### src/rtl/shift_load_sched_pkg.sv
// ----------------------------------------------------------------------------
// shift_load_sched_pkg
// Shared definitions for the shift_load_sched scheduler: FSM state encoding,
// default sizing and requester index constants.
// ----------------------------------------------------------------------------
package shift_load_sched_pkg;

    localparam int DEF_WIDTH = 4;
    localparam int DEF_CNT_W = 3;

    // Requester indices (also the encoding of done_id)
    localparam logic REQ_ID0 = 1'b0;
    localparam logic REQ_ID1 = 1'b1;

    typedef enum logic [1:0] {
        ST_IDLE    = 2'd0,
        ST_SHIFT   = 2'd1,
        ST_CAPTURE = 2'd2
    } state_t;

endpackage : shift_load_sched_pkg

### src/rtl/shift_load_sched_rr_arb2.sv
// ----------------------------------------------------------------------------
// rr_arb2
// Two-requester round-robin arbiter. The grant is combinational from the
// request vector and the last-grant pointer; on a tie the requester that is
// NOT the pointer wins. The pointer takes the granted index when i_update is
// high (i.e. when the grant turned into a handshake).
//
// Ports:
//   clk       in   clock, rising edge
//   reset     in   synchronous active-high reset (pointer -> 1)
//   i_req     in   [1:0] request vector
//   i_update  in   grant was accepted this cycle; move the pointer
//   o_grant   out  [1:0] one-hot grant (zero when no request)
// ----------------------------------------------------------------------------
module rr_arb2
    import shift_load_sched_pkg::*;
(
    input  logic       clk,
    input  logic       reset,
    input  logic [1:0] i_req,
    input  logic       i_update,
    output logic [1:0] o_grant
);

    logic r_ptr;

    // Grant selection from requests and last-grant pointer
    always_comb begin
        o_grant = 2'b00;
        case (i_req)
            2'b01:   o_grant = 2'b01;
            2'b10:   o_grant = 2'b10;
            2'b11:   o_grant = (r_ptr == REQ_ID1) ? 2'b01 : 2'b10;
            default: o_grant = 2'b00;
        endcase
    end

    // Last-grant pointer; starts at 1 so requester 0 wins the first tie
    always_ff @(posedge clk) begin
        if (reset) begin
            r_ptr <= REQ_ID1;
        end else if (i_update) begin
            r_ptr <= o_grant[1];
        end else begin
            r_ptr <= r_ptr;
        end
    end

endmodule : rr_arb2

### src/rtl/shift_load_sched.sv
// ----------------------------------------------------------------------------
// shift_load_sched
// Round-robin scheduler sharing one serial-in, shift-left register between
// two parallel-word requesters. A word accepted by valid/ready handshake is
// shifted out MSB-first over WIDTH cycles, then the register's parallel
// value is reported with a one-cycle done pulse.
//
// Configuration macro: SHIFT_LOAD_SCHED_CHECK_EN
//   defined   -> mismatch flags a captured value differing from the sent word
//   undefined -> mismatch tied low, no word copy kept
//
// Ports:
//   clk          in   clock, rising edge
//   reset        in   synchronous active-high reset, aborts any transfer
//   req_valid    in   [1:0] per-requester word available
//   req_data0/1  in   [WIDTH-1:0] words from requester 0 / 1
//   req_ready    out  [1:0] one-hot accept (IDLE only)
//   sr_d         out  serial bit to the shift register
//   sr_shift_en  out  shift strobe to the shift register
//   sr_q         in   [WIDTH-1:0] parallel readback of the shift register
//   busy         out  high in SHIFT and CAPTURE
//   done         out  one-cycle completion pulse
//   done_id      out  requester index of the completed transfer
//   result       out  [WIDTH-1:0] captured register value, held to next done
//   mismatch     out  capture check result (see macro above)
// ----------------------------------------------------------------------------
module shift_load_sched
    import shift_load_sched_pkg::*;
#(
    parameter int WIDTH = DEF_WIDTH,
    parameter int CNT_W = DEF_CNT_W
)(
    input  logic             clk,
    input  logic             reset,
    input  logic [1:0]       req_valid,
    input  logic [WIDTH-1:0] req_data0,
    input  logic [WIDTH-1:0] req_data1,
    output logic [1:0]       req_ready,
    output logic             sr_d,
    output logic             sr_shift_en,
    input  logic [WIDTH-1:0] sr_q,
    output logic             busy,
    output logic             done,
    output logic             done_id,
    output logic [WIDTH-1:0] result,
    output logic             mismatch
);

    state_t           r_state;
    logic [WIDTH-1:0] r_buf;
    logic [CNT_W-1:0] r_cnt;
    logic             r_id;
    logic             r_sr_d;
    logic             r_shift_en;
    logic             r_busy;
    logic             r_done;
    logic             r_done_id;
    logic [WIDTH-1:0] r_result;

    logic [1:0]       w_arb_req;
    logic [1:0]       w_grant;
    logic             w_hs;
    logic             w_last_shift;
    logic [WIDTH-1:0] w_word;
    logic [WIDTH-1:0] w_sr_final;

    // Requests only reach the arbiter in IDLE, so ready is zero elsewhere
    assign w_arb_req = (r_state == ST_IDLE) ? req_valid : 2'b00;

    rr_arb2 u_arb (
        .clk      (clk),
        .reset    (reset),
        .i_req    (w_arb_req),
        .i_update (w_hs),
        .o_grant  (w_grant)
    );

    assign req_ready    = w_grant;
    assign w_hs         = |(req_valid & w_grant);
    assign w_word       = w_grant[1] ? req_data1 : req_data0;
    assign w_last_shift = (r_state == ST_SHIFT) && (r_cnt == CNT_W'(WIDTH - 1));

    // The last bit enters the register on the same edge that enters CAPTURE,
    // so the value the register holds during CAPTURE is sr_q shifted once
    // with the final serial bit. Capturing it here makes result valid
    // together with done.
    assign w_sr_final = (sr_q << 1) | {{(WIDTH-1){1'b0}}, r_sr_d};

    // Scheduler FSM with next-state-decoded registered outputs
    always_ff @(posedge clk) begin
        if (reset) begin
            r_state    <= ST_IDLE;
            r_buf      <= {WIDTH{1'b0}};
            r_cnt      <= {CNT_W{1'b0}};
            r_id       <= REQ_ID0;
            r_sr_d     <= 1'b0;
            r_shift_en <= 1'b0;
            r_busy     <= 1'b0;
            r_done     <= 1'b0;
            r_done_id  <= 1'b0;
            r_result   <= {WIDTH{1'b0}};
        end else begin
            case (r_state)
                ST_IDLE: begin
                    r_done <= 1'b0;
                    if (w_hs) begin
                        // First bit goes out immediately; buffer keeps the rest
                        r_state    <= ST_SHIFT;
                        r_buf      <= {w_word[WIDTH-2:0], 1'b0};
                        r_sr_d     <= w_word[WIDTH-1];
                        r_shift_en <= 1'b1;
                        r_busy     <= 1'b1;
                        r_id       <= w_grant[1];
                        r_cnt      <= {CNT_W{1'b0}};
                    end else begin
                        r_state    <= ST_IDLE;
                        r_sr_d     <= 1'b0;
                        r_shift_en <= 1'b0;
                        r_busy     <= 1'b0;
                    end
                end
                ST_SHIFT: begin
                    r_cnt <= r_cnt + CNT_W'(1);
                    if (w_last_shift) begin
                        r_state    <= ST_CAPTURE;
                        r_sr_d     <= 1'b0;
                        r_shift_en <= 1'b0;
                        r_done     <= 1'b1;
                        r_done_id  <= r_id;
                        r_result   <= w_sr_final;
                    end else begin
                        r_state    <= ST_SHIFT;
                        r_sr_d     <= r_buf[WIDTH-1];
                        r_buf      <= {r_buf[WIDTH-2:0], 1'b0};
                    end
                end
                ST_CAPTURE: begin
                    r_state <= ST_IDLE;
                    r_done  <= 1'b0;
                    r_busy  <= 1'b0;
                end
                default: begin
                    r_state    <= ST_IDLE;
                    r_sr_d     <= 1'b0;
                    r_shift_en <= 1'b0;
                    r_busy     <= 1'b0;
                    r_done     <= 1'b0;
                end
            endcase
        end
    end

    assign sr_d        = r_sr_d;
    assign sr_shift_en = r_shift_en;
    assign busy        = r_busy;
    assign done        = r_done;
    assign done_id     = r_done_id;
    assign result      = r_result;

`ifdef SHIFT_LOAD_SCHED_CHECK_EN
    logic [WIDTH-1:0] r_word;
    logic             r_mismatch;

    // Copy of the accepted word and capture-time comparison against it
    always_ff @(posedge clk) begin
        if (reset) begin
            r_word     <= {WIDTH{1'b0}};
            r_mismatch <= 1'b0;
        end else begin
            if (w_hs) begin
                r_word <= w_word;
            end else begin
                r_word <= r_word;
            end
            if (w_last_shift) begin
                r_mismatch <= (w_sr_final != r_word);
            end else begin
                r_mismatch <= r_mismatch;
            end
        end
    end

    assign mismatch = r_mismatch;
`else
    assign mismatch = 1'b0;
`endif

endmodule : shift_load_sched

### config.mk
export PLATFORM = sky130hd
export DESIGN_NAME = shift_load_sched
export DESIGN_NICKNAME = d
export VERILOG_FILES = /design/src/rtl/shift_load_sched_pkg.sv /design/src/rtl/shift_load_sched_rr_arb2.sv /design/src/rtl/shift_load_sched.sv
export SDC_FILE = /design/constraint.sdc
export NUM_CORES = 1
export LEC_CHECK = 0
export ABC_AREA = 1
export BUFFER_PORTS_ARGS = -buffer_cell sky130_fd_sc_hd__buf_4
export CAP_MARGIN = 20
export CORE_AREA = 2 2 57 54
export DETAILED_ROUTE_END_ITERATION = 10
export DIE_AREA = 0 0 59 56
export SLEW_MARGIN = 20
export SYNTH_ARGS = -nofsm -noshare
export SYNTH_HDL_FRONTEND = slang
export SYNTH_HIERARCHICAL = 1
export SYNTH_SLANG_ARGS = --single-unit
### constraint.sdc
create_clock -name clk -period 1.9 [get_ports clk]
set_input_delay 0.19 -clock clk [delete_from_list [all_inputs] [get_ports clk]]
set_output_delay 0.19 -clock clk [all_outputs]
set_load 0.05 [all_outputs]
==> run summary, run 1 <==
status - complete, no violations
Layout area overhead - 26.7%
cell leakage power - 0.568 nW
Worst R2R End - r_cnt[0]$_SDFFE_PP0P_
Die H - 56 um
Final Hold Slack - 161 ps
Worst Hold Launch - sr_q[2]
Die W - 59 um
Max-Cap Viols - 0
first-pass GRT wire length - 3.28 mm
CP endpoint kind - output port
# clock sinks - 19
clock buffer depth - 2
Hold Path Cell Cnt - 3
Worst path max stage delay - 400 ps
critical path class - reg -> out
worst reg-to-reg setup slack - 220 ps
I/O Pins - 28
sequential cell area fraction in the yosys report - 41.2%
Slew Viols, Final - 0
number of port buffers - 25
Tmin final - 1750 ps
root buf cell - clkbuf_4
total iterations of the first detailed-routing run - 4
TritonCTS buffer count - 3
Post-Syn Area - 922 um2
RSZ-0062 raised after global routing - false
final count of negative-setup-slack endpoints - 0
simple logic cell fraction of the synthesized area - 35.5%
diode count - 0
drt total wl - 1.92 mm
area leader, netlist - dfxtp_1
Post-Syn Nets - 151
data required time at the worst endpoint - 1710 ps
largest family of logic cells by synthesized area - simple AND/OR/NAND/NOR gates
DRT antenna net count - 0
Synth Area in XOR/XNOR - 0%
CP Data Arrival Time - 1560 ps
total grt overflow - 0
later-pin clock latency in the skew report - 290 ps
RePlAce Congestion - 0.771
Critical Path, Cell by Cell - nor2_2 -> inv_1 -> nor2_2 -> and2_2 -> buf_4
# rows - 18
Ys Warns - 6
clock-pin slew on the worst setup and hold paths - 100 ps
slowest CP cell - dfxtp_1
via count - 875
Initial Util - 34.7%
Syn Area/Cell - 6.93 um2
post-synthesis mux area share - 0%
TritonCTS clock tree - done
skew final - 1.76 ps
Final Hold Viols - 0
Cell Pwr Density - 744 nW/um2
hold crit path type - in -> reg
Core ar. - 2660 um2
r2r worst-path depth - 9
Routed WL per cell - 10.2 um
Vias/cell - 4.63
layout cells sized above 1 - 26.4%
Top cell by count, worst path - nor2_2
GRT Overall Usage - 12.5%
CP max FO - 8
Max Freq - 572 MHz
Synth Register Bits - 19
Syn Inst Count - 133
H-tree depth - 1
Crit Reg-Reg Startpoint - r_state[1]$_SDFF_PP0_
CP Launch Type - register
vias in the first global route - 799
Post-DP HPWL - 1.46 mm
drt initial violations - 22
largest net degree at the start of global routing - 15
DIE AREA - 3300 um2
post-synthesis adder-cell area fraction - 2.71%
WHS Endpoint - result[3]$_SDFFE_PP0P_
Netlist cell types - 21
largest cells by area after synthesis - dfxtp_1 (41%), nand2_1 (16%), nand3_1 (8.1%)
Final TNS setup - 0 ps
Tcrit/Tclk final - 92.1%
Synth top area share - 41.2%
Final #Nets - 178
Max VDD drop - 507 uV
post-synthesis compound-gate area fraction - 9.77%
Post-route DRC - 0
antenna violations before repair - 0
[cell usage in the layout (no fill, tap or decap)]
cell type  instances
a21boi_4           1
a21oi_1           12
and2_2             1
buf_4             26
clkbuf_1           1
clkbuf_4           3
conb_1             1
dfxtp_1           19
ha_1               2
inv_1             17
inv_2              1
nand2_1           39
nand2_2            4
nand3_1           15
nand3_2            2
nor2_1             9
nor2_2             2
nor2_4             1
o21ai_1            2
o22ai_2            1
[logic make-up after synthesis]
family / after synthesis
flops: 19
compound gates: 16
buf+inv: 22
other cells: 1
simple gates: 73
fa+ha+maj: 2
[sequential cells by signal (all words and copies together) (netlist names)]
| name | cells |
|---|---|
| done_id | 1 |
| sr_shift_en | 1 |
| r_cnt | 3 |
| sr_d | 1 |
| r_state | 2 |
| r_buf | 3 |
| busy | 1 |
| result | 4 |
| done | 1 |
| r_id | 1 |
| u_arb/r_ptr | 1 |
[what timing repair did]
item,CTS,global route
gates resized for setup,0,1
setup endpoints to repair,0,1
hold buffers,0,0
setup buffers,0,0
[worst max-delay path by stage]
stage                     startpoint                    end  slack, ps  cells after the start
6_report       r_state[1]$_SDFF_PP0_           req_ready[1]        150                      5
2_1_floorplan  r_state[1]$_SDFF_PP0_  r_cnt[0]$_SDFFE_PP0P_         20                      9
3_5_place_dp   r_state[1]$_SDFF_PP0_  r_cnt[0]$_SDFFE_PP0P_        150                      9
5_1_grt        r_state[1]$_SDFF_PP0_           req_ready[1]         60                      5
3_3_place_gp   r_state[1]$_SDFF_PP0_  r_cnt[0]$_SDFFE_PP0P_        200                      9
4_1_cts        r_state[1]$_SDFF_PP0_           req_ready[1]         70                      5
[worst max-delay path, delay by kind of cell, from the launching register on]
family | cells | cell delay [ps]
buffers and inverters | 2 | 300
DFF | 1 | 400
and+or+nand+nor | 3 | 560
[where the power goes]
| group | total [mW] | internal (mW) | switching [mW] | leakage, nW |
|---|---|---|---|---|
| sequential | 0.438 | 0.422 | 0.0159 | 0.155 |
| combinational | 0.229 | 0.0817 | 0.147 | 0.398 |
| clock | 0.203 | 0.0817 | 0.121 | 0.0150 |
| total | 0.870 | 0.585 | 0.284 | 0.568 |
[final cells by class]
class	instances	area, um2
sequential	19	380
clock buffer	4	26.3
timing repair buffer	26	195
multi-input combinational	92	462
inverter	18	67.6
fill	286	1490
tap	30	37.5
[metal layers]
metal / GRT usage, % / vias to the layer above / share of wire (%)
met5: 0 / - / 0
met4: 2.92 / 0 / 0.52
met3: 4.19 / 2 / 3.0
met2: 21.4 / 12 / 51
met1: 14.9 / 394 / 46
li1: - / 467 / -
[stage by stage]
stage | worst slack (ps) | utilization (%) | power, mW | instance area, um2 | cells
after floorplan | 18.6 | - | 0.611 | 935 | 133
after global placement | 202 | 42.9 | 0.671 | 1140 | 185
after detailed placement | 151 | 42.9 | 0.676 | 1140 | 185
after CTS | 71.0 | 43.9 | 0.880 | 1170 | 189
after global routing | 59.3 | 44.0 | 0.923 | 1170 | 189
final | 150 | 44.0 | 0.870 | 1170 | 189
[cell usage after synthesis, drive strengths merged]
cell / number
buf: 3
o21ai: 2
and2: 1
dfxtp: 19
ha: 2
a21oi: 12
conb: 1
nor2: 12
inv: 18
nand2: 43
o22ai: 1
clkbuf: 1
nand3: 17
a21boi: 1
(Power assumes the default switching activity.)
==> run 2: changes to the inputs <==
clock period = 1.5 ns   (was 1.9 ns; I/O delays follow)
==> run 2 against run 1 <==
The flow now finishes with violations (setup timing). Global-route usage rose by 1.1 points. Clock skew rose by 14 ps. Sequential cell count did not move. Clock power rose by 31%. Design area rose by 14%. Sequential share of layout area fell by 3.7 points. Worst hold slack got worse by 73 ps. Cell count rose by 6.3%. Sequential power rose by 27%. Total power rose by 38%. First-iteration DRC count fell by 41%. Routed wire length rose by 11%.
==> run summary, run 2 (same netlist as run 1, synthesis figures left out) <==
CP Data Arrival Time - 1360 ps (-200 ps)
data required time at the worst endpoint - 1350 ps (-360 ps)
CP Launch Type - register
CP endpoint kind - output port
# clock sinks - 19 (unchanged)
final instance count without filler cells - 201 (+6.3%)
Placed Cells incl. Taps - 188 (+1.6%)
commonest non-fill, non-tap cells in the layout - buf_4 (35), nand2_1 (34), dfxtp_1 (17)
worst setup margin - -13.4 ps (-164 ps)
I/O Pins - 28 (unchanged)
TritonCTS buffer count - 3 (unchanged)
total iterations of the first detailed-routing run - 4 (unchanged)
Final Hold Viols - 0 (unchanged)
skew final - 15.8 ps (+14.1 ps)
total grt overflow - 0 (unchanged)
failing checks - setup timing
clock buffer depth - 2 (unchanged)
Layout area overhead - 44.8%
H-tree depth - 1 (unchanged)
FILL cells - 269 (-5.9%)
layout cells sized above 1 - 38.6% (+12 points)
Util after Layout - 50.2% (+6.3 points)
later-pin clock latency in the skew report - 310 ps (+20 ps)
drt initial violations - 13 (-41%)
Max VDD drop - 469 uV (-7.5%)
RePlAce Congestion - 0.806 (+4.6%)
Worst Hold Launch - reset
r2r worst-path depth - 10 (+1)
CP max FO - 6 (-2)
Post-DP HPWL - 1.52 mm (+3.8%)
Largest register FFs - 4 (unchanged)
antenna violations before repair - 0 (unchanged)
Die W - 59 um (unchanged)
status - finished with violations
largest net degree at the start of global routing - 14 (-1)
# rows - 18 (unchanged)
Hold Path Cell Cnt - 2 (-1)
diode count - 0 (unchanged)
Worst R2R End - r_cnt[1]$_SDFFE_PP0P_
Core ar. - 2660 um2 (unchanged)
Final Hold Slack - 87.4 ps (-73.5 ps)
root buf cell - clkbuf_4
hold crit path type - in -> reg
clock-pin slew on the worst setup and hold paths - 120 ps (+20 ps)
register area - 385 um2 (+1.3%)
vias in the first global route - 839 (+5.0%)
TritonCTS clock tree - done
CTS Hold Bufs - 0 (unchanged)
Tcrit/Tclk final - 101%
Slew Viols, Final - 0 (unchanged)
DRT antenna net count - 0 (unchanged)
Cell Pwr Density - 899 nW/um2 (+21%)
cell leakage power - 0.647 nW (+14%)
number of port buffers - 25 (unchanged)
GRT Overall Usage - 13.7% (+1.1 points)
DIE AREA - 3300 um2 (unchanged)
Initial Util - 34.7% (unchanged)
Max Freq - 661 MHz
Vias/cell - 4.66 (+0.59%)
Final #Nets - 190 (+6.7%)
final count of negative-setup-slack endpoints - 1 (+1)
drt total wl - 2.14 mm (+11%)
RSZ-0062 raised after global routing - true
most common cell after layout, fill and taps aside - buf_4
Die H - 56 um (unchanged)
critical path class - reg -> out
WHS Endpoint - busy$_SDFFE_PP0N_
Post-route DRC - 0 (unchanged)
via count - 936 (+7.0%)
Multi-input gate area - 517 um2 (+12%)
first-pass GRT wire length - 3.55 mm (+8.2%)
Tmin final - 1510 ps
Max-Cap Viols - 0 (unchanged)
Routed WL per cell - 10.7 um (+4.8%)
worst reg-to-reg setup slack - 20 ps (-200 ps)
Crit Reg-Reg Startpoint - r_state[0]$_SDFF_PP0_
-- run 2: cell count changes in the layout (fill, tap and decap cells not counted), sizes merged --
| cell | delta |
|---|---|
| buf | +12 |
| clkbuf | -1 |
| clkinv | +1 |
-- run 2: area by class of cell --
type                       instances  area share (%)
clock buffer                       3            1.69
tap                               30            2.81
timing repair buffer              38            22.5
multi-input combinational         92            38.7
sequential                        19            28.9
inverter                          18            5.06
clock inverter                     1           0.375
-- run 2: how the worst max path moves through the flow --
stage	slack (ps)	endpoint	from
after detailed placement	-9	r_cnt[1]$_SDFFE_PP0P_	r_state[0]$_SDFF_PP0_
after floorplan	-160	r_cnt[2]$_SDFFE_PP0P_	r_state[1]$_SDFF_PP0_
after CTS	-20	req_ready[1]	r_state[0]$_SDFF_PP0_
after global placement	40	r_cnt[0]$_SDFFE_PP0P_	r_state[0]$_SDFF_PP0_
final	-10	req_ready[1]	r_state[0]$_SDFF_PP0_
after global routing	-100	req_ready[1]	r_state[0]$_SDFF_PP0_
-- run 2: where the power goes --
group / internal [mW] / switching, mW
Clock: 0.0997 / 0.166
Combinational: 0.162 / 0.218
Sequential: 0.535 / 0.0199
-- run 2: per-layer routing --
layer	track usage, %	share of wire [%]	up-vias
met5	0	0	-
met4	3.90	0.93	0
met3	4.19	3.5	4
met2	22.9	52	10
met1	16.6	44	431
li1	-	-	491
-- run 2: metrics by stage --
step | total power, mW | worst slack, ps | area [um2] | setup TNS, ps
6_report | 1.20 | -13.4 | 1340 | -13.4
3_3_place_gp | 0.866 | 41.6 | 1180 | 0
3_5_place_dp | 0.873 | -9.20 | 1180 | -13.4
2_1_floorplan | 0.786 | -159 | 957 | -1510
5_1_grt | 1.27 | -97.7 | 1340 | -640
4_1_cts | 1.17 | -19.0 | 1270 | -19.0
-- run 2: worst max-delay path, cell delays in order, from the launching register on --
cell and delay [ps]:
dfxtp_4 370, nor2_4 120, inv_2 70, nor2_4 90, nand2_2 70, and2_4 190, buf_8 150
-- run 2: timing repair --
item,in CTS,in global routing
endpoints found under the setup margin,6,13
setup buffers,5,4
resized for setup,6,9
pin swaps,2,3
==> run 3: changes to the inputs <==
clock period = 1.41 ns   (was 1.5 ns; I/O delays follow)
==> run 3 against run 2 <==
The run still ends with setup timing left. Routed wire length fell by 2.9%. Via count fell by 1.2%. Die area did not move. Clock-buffer cell count rose by 1. Register-to-register slack got worse by 20 ps. Sequential cell count did not move. Cell count fell by 2.0%. Non-clock buffer count fell by 4. Largest power group unchanged. Clock skew fell by 11 ps. Design area rose by 1.5%.
==> run summary, run 3 (same netlist as run 1, synthesis figures left out) <==
Final #Nets - 186 (-2.1%)
Cell Pwr Density - 941 nW/um2 (+4.7%)
hold crit path type - in -> reg
commonest non-fill, non-tap cells in the layout - nand2_1 (32), buf_4 (32), dfxtp_1 (17)
CP endpoint kind - output port
data required time at the worst endpoint - 1270 ps (-80 ps)
CP Data Arrival Time - 1300 ps (-60 ps)
# rows - 18 (unchanged)
Initial Util - 34.7% (unchanged)
Placed Cells incl. Taps - 191 (+1.6%)
Area after DPL - 1210 um2 (+1.9%)
post-route cell area - 1360 um2 (+1.5%)
critical path class - reg -> out
number of port buffers - 25 (unchanged)
via count - 925 (-1.2%)
Routed WL per cell - 10.6 um (-0.97%)
I/O Pins - 28 (unchanged)
TritonCTS clock tree - done
total grt overflow - 0 (unchanged)
diode count - 0 (unchanged)
vias in the first global route - 883 (+5.2%)
H-tree depth - 1 (unchanged)
RSZ-0062 raised after global routing - true
clock-pin slew on the worst setup and hold paths - 100 ps (-20 ps)
CTS Hold Bufs - 0 (unchanged)
first-pass GRT wire length - 3.60 mm (+1.6%)
Worst path max stage delay - 350 ps (-20 ps)
RePlAce Congestion - 0.769 (-4.6%)
layout cells sized above 1 - 42.5% (+3.9 points)
Final Hold Viols - 0 (unchanged)
P_int - 846 uW (+6.2%)
Post-DP HPWL - 1.49 mm (-1.7%)
slowest CP cell - dfxtp_2
root buf cell - clkbuf_4
final count of negative-setup-slack endpoints - 3 (+2)
Max VDD drop - 725 uV (+55%)
TritonCTS buffer count - 3 (unchanged)
CP Launch Type - register
net switching power - 429 uW (+6.5%)
post-place setup slack - -37.6 ps (-28.4 ps)
Largest register FFs - 4 (unchanged)
Critical Path, Cell by Cell - nor2_4 -> inv_2 -> nor2_4 -> nand2_2 -> and2_4 -> buf_8
# clock sinks - 19 (unchanged)
Die W - 59 um (unchanged)
Top cell by count, worst path - nor2_4
skew final - 5.13 ps (-10.7 ps)
failing checks - setup timing
DIE AREA - 3300 um2 (unchanged)
combinational power share - 32.3% (+0.7 points)
sequential power share - 46.4% (about the same)
Vias/cell - 4.70 (+0.83%)
Max-Cap Viols - 0 (unchanged)
Die H - 56 um (unchanged)
Net Sw Frac - 33.7% (+0.059 points)
cell leakage power - 0.639 nW (-1.2%)
Core ar. - 2660 um2 (unchanged)
clock group share of total power - 21.3% (-0.8 points)
Slew Viols, Final - 0 (unchanged)
Post-route DRC - 0 (unchanged)
largest net degree at the start of global routing - 14 (unchanged)
drt initial violations - 17 (+4)
drt total wl - 2.08 mm (-2.9%)
Max Freq - 694 MHz
clock buffer depth - 2 (unchanged)
DRT antenna net count - 0 (unchanged)
total iterations of the first detailed-routing run - 4 (unchanged)
CP max FO - 6 (unchanged)
Tmin final - 1440 ps
worst setup margin - -31.9 ps (-18.5 ps)
Tcrit/Tclk final - 102%
status - finished with violations
final instance count without filler cells - 197 (-2.0%)
Layout area overhead - 46.9%
GRT Overall Usage - 13.7% (+0.053 points)
FILL cells - 262 (-2.6%)
later-pin clock latency in the skew report - 300 ps (about the same)
antenna violations before repair - 0 (unchanged)
[run 3: cell count changes in the layout (fill, tap and decap cells not counted), moves of 2 or more]
cell     delta
a21oi_2     +4
buf_4       -3
a21oi_1     -4
nand2_1     -2
[run 3: routing by layer]
| layer | global-route usage (%) | share of wire [%] | up-vias |
|---|---|---|---|
| met5 | 0 | 0 | - |
| met4 | 2.92 | 0.67 | 0 |
| met3 | 4.19 | 4.9 | 2 |
| met2 | 23.3 | 52 | 21 |
| met1 | 16.8 | 42 | 420 |
| li1 | - | - | 482 |
[run 3: power by group through the flow]
stage          clock network (mW)  registers, mW  logic, mW
2_1_floorplan                   0          0.626      0.211
3_3_place_gp                    0          0.601      0.334
3_5_place_dp                    0          0.601      0.338
4_1_cts                     0.285          0.589      0.362
5_1_grt                     0.308          0.597      0.449
6_report                    0.271          0.592      0.412
[run 3: cell type report]
class                           count  area [um2]  area share (%)
Multi-Input combinational cell     92         574            42.4
Timing Repair Buffer               34         267            19.7
Tap cell                           30        37.5            2.77
Clock buffer                        4        26.3            1.94
Inverter                           18        67.6            4.99
Sequential cell                    19         383            28.3
[run 3: critical path, delay by kind of cell (launching register included)]
kind                   cells  cell delay (ps)
and+or+nand+nor            4              430
DFF                        1              350
buffers and inverters      2              220
[run 3: what timing repair did]
action,4_1_cts,5_1_grt
resized for setup,7,20
endpoints found under the setup margin,10,14
pin swaps,3,10
setup buffers,1,1
[run 3: worst paths after layout]
check / start / endpoint / slack (ps) / cells after the start
worst max-delay path: r_state[0]$_SDFF_PP0_ / req_ready[1] / -30 / 6
worst min-delay path: reset / r_id$_SDFFE_PP0P_ / 100 / 2
worst max register to register: r_state[0]$_SDFF_PP0_ / sr_d$_SDFFE_PP0P_ / 0 / 12
worst min register to register: result[0]$_SDFFE_PP0P_ / result[0]$_SDFFE_PP0P_ / 470 / 2
[run 3: stage by stage]
step | util, % | hold WS [ps] | power (mW) | setup TNS (ps)
floorplan | - | 210 | 0.837 | -2590
global placement | 45.4 | 424 | 0.934 | 0
detailed placement | 45.4 | 429 | 0.939 | -82.0
CTS | 47.7 | 102 | 1.24 | -101
global route | 51.0 | 106 | 1.35 | -657
finish | 51.0 | 104 | 1.28 | -57.3
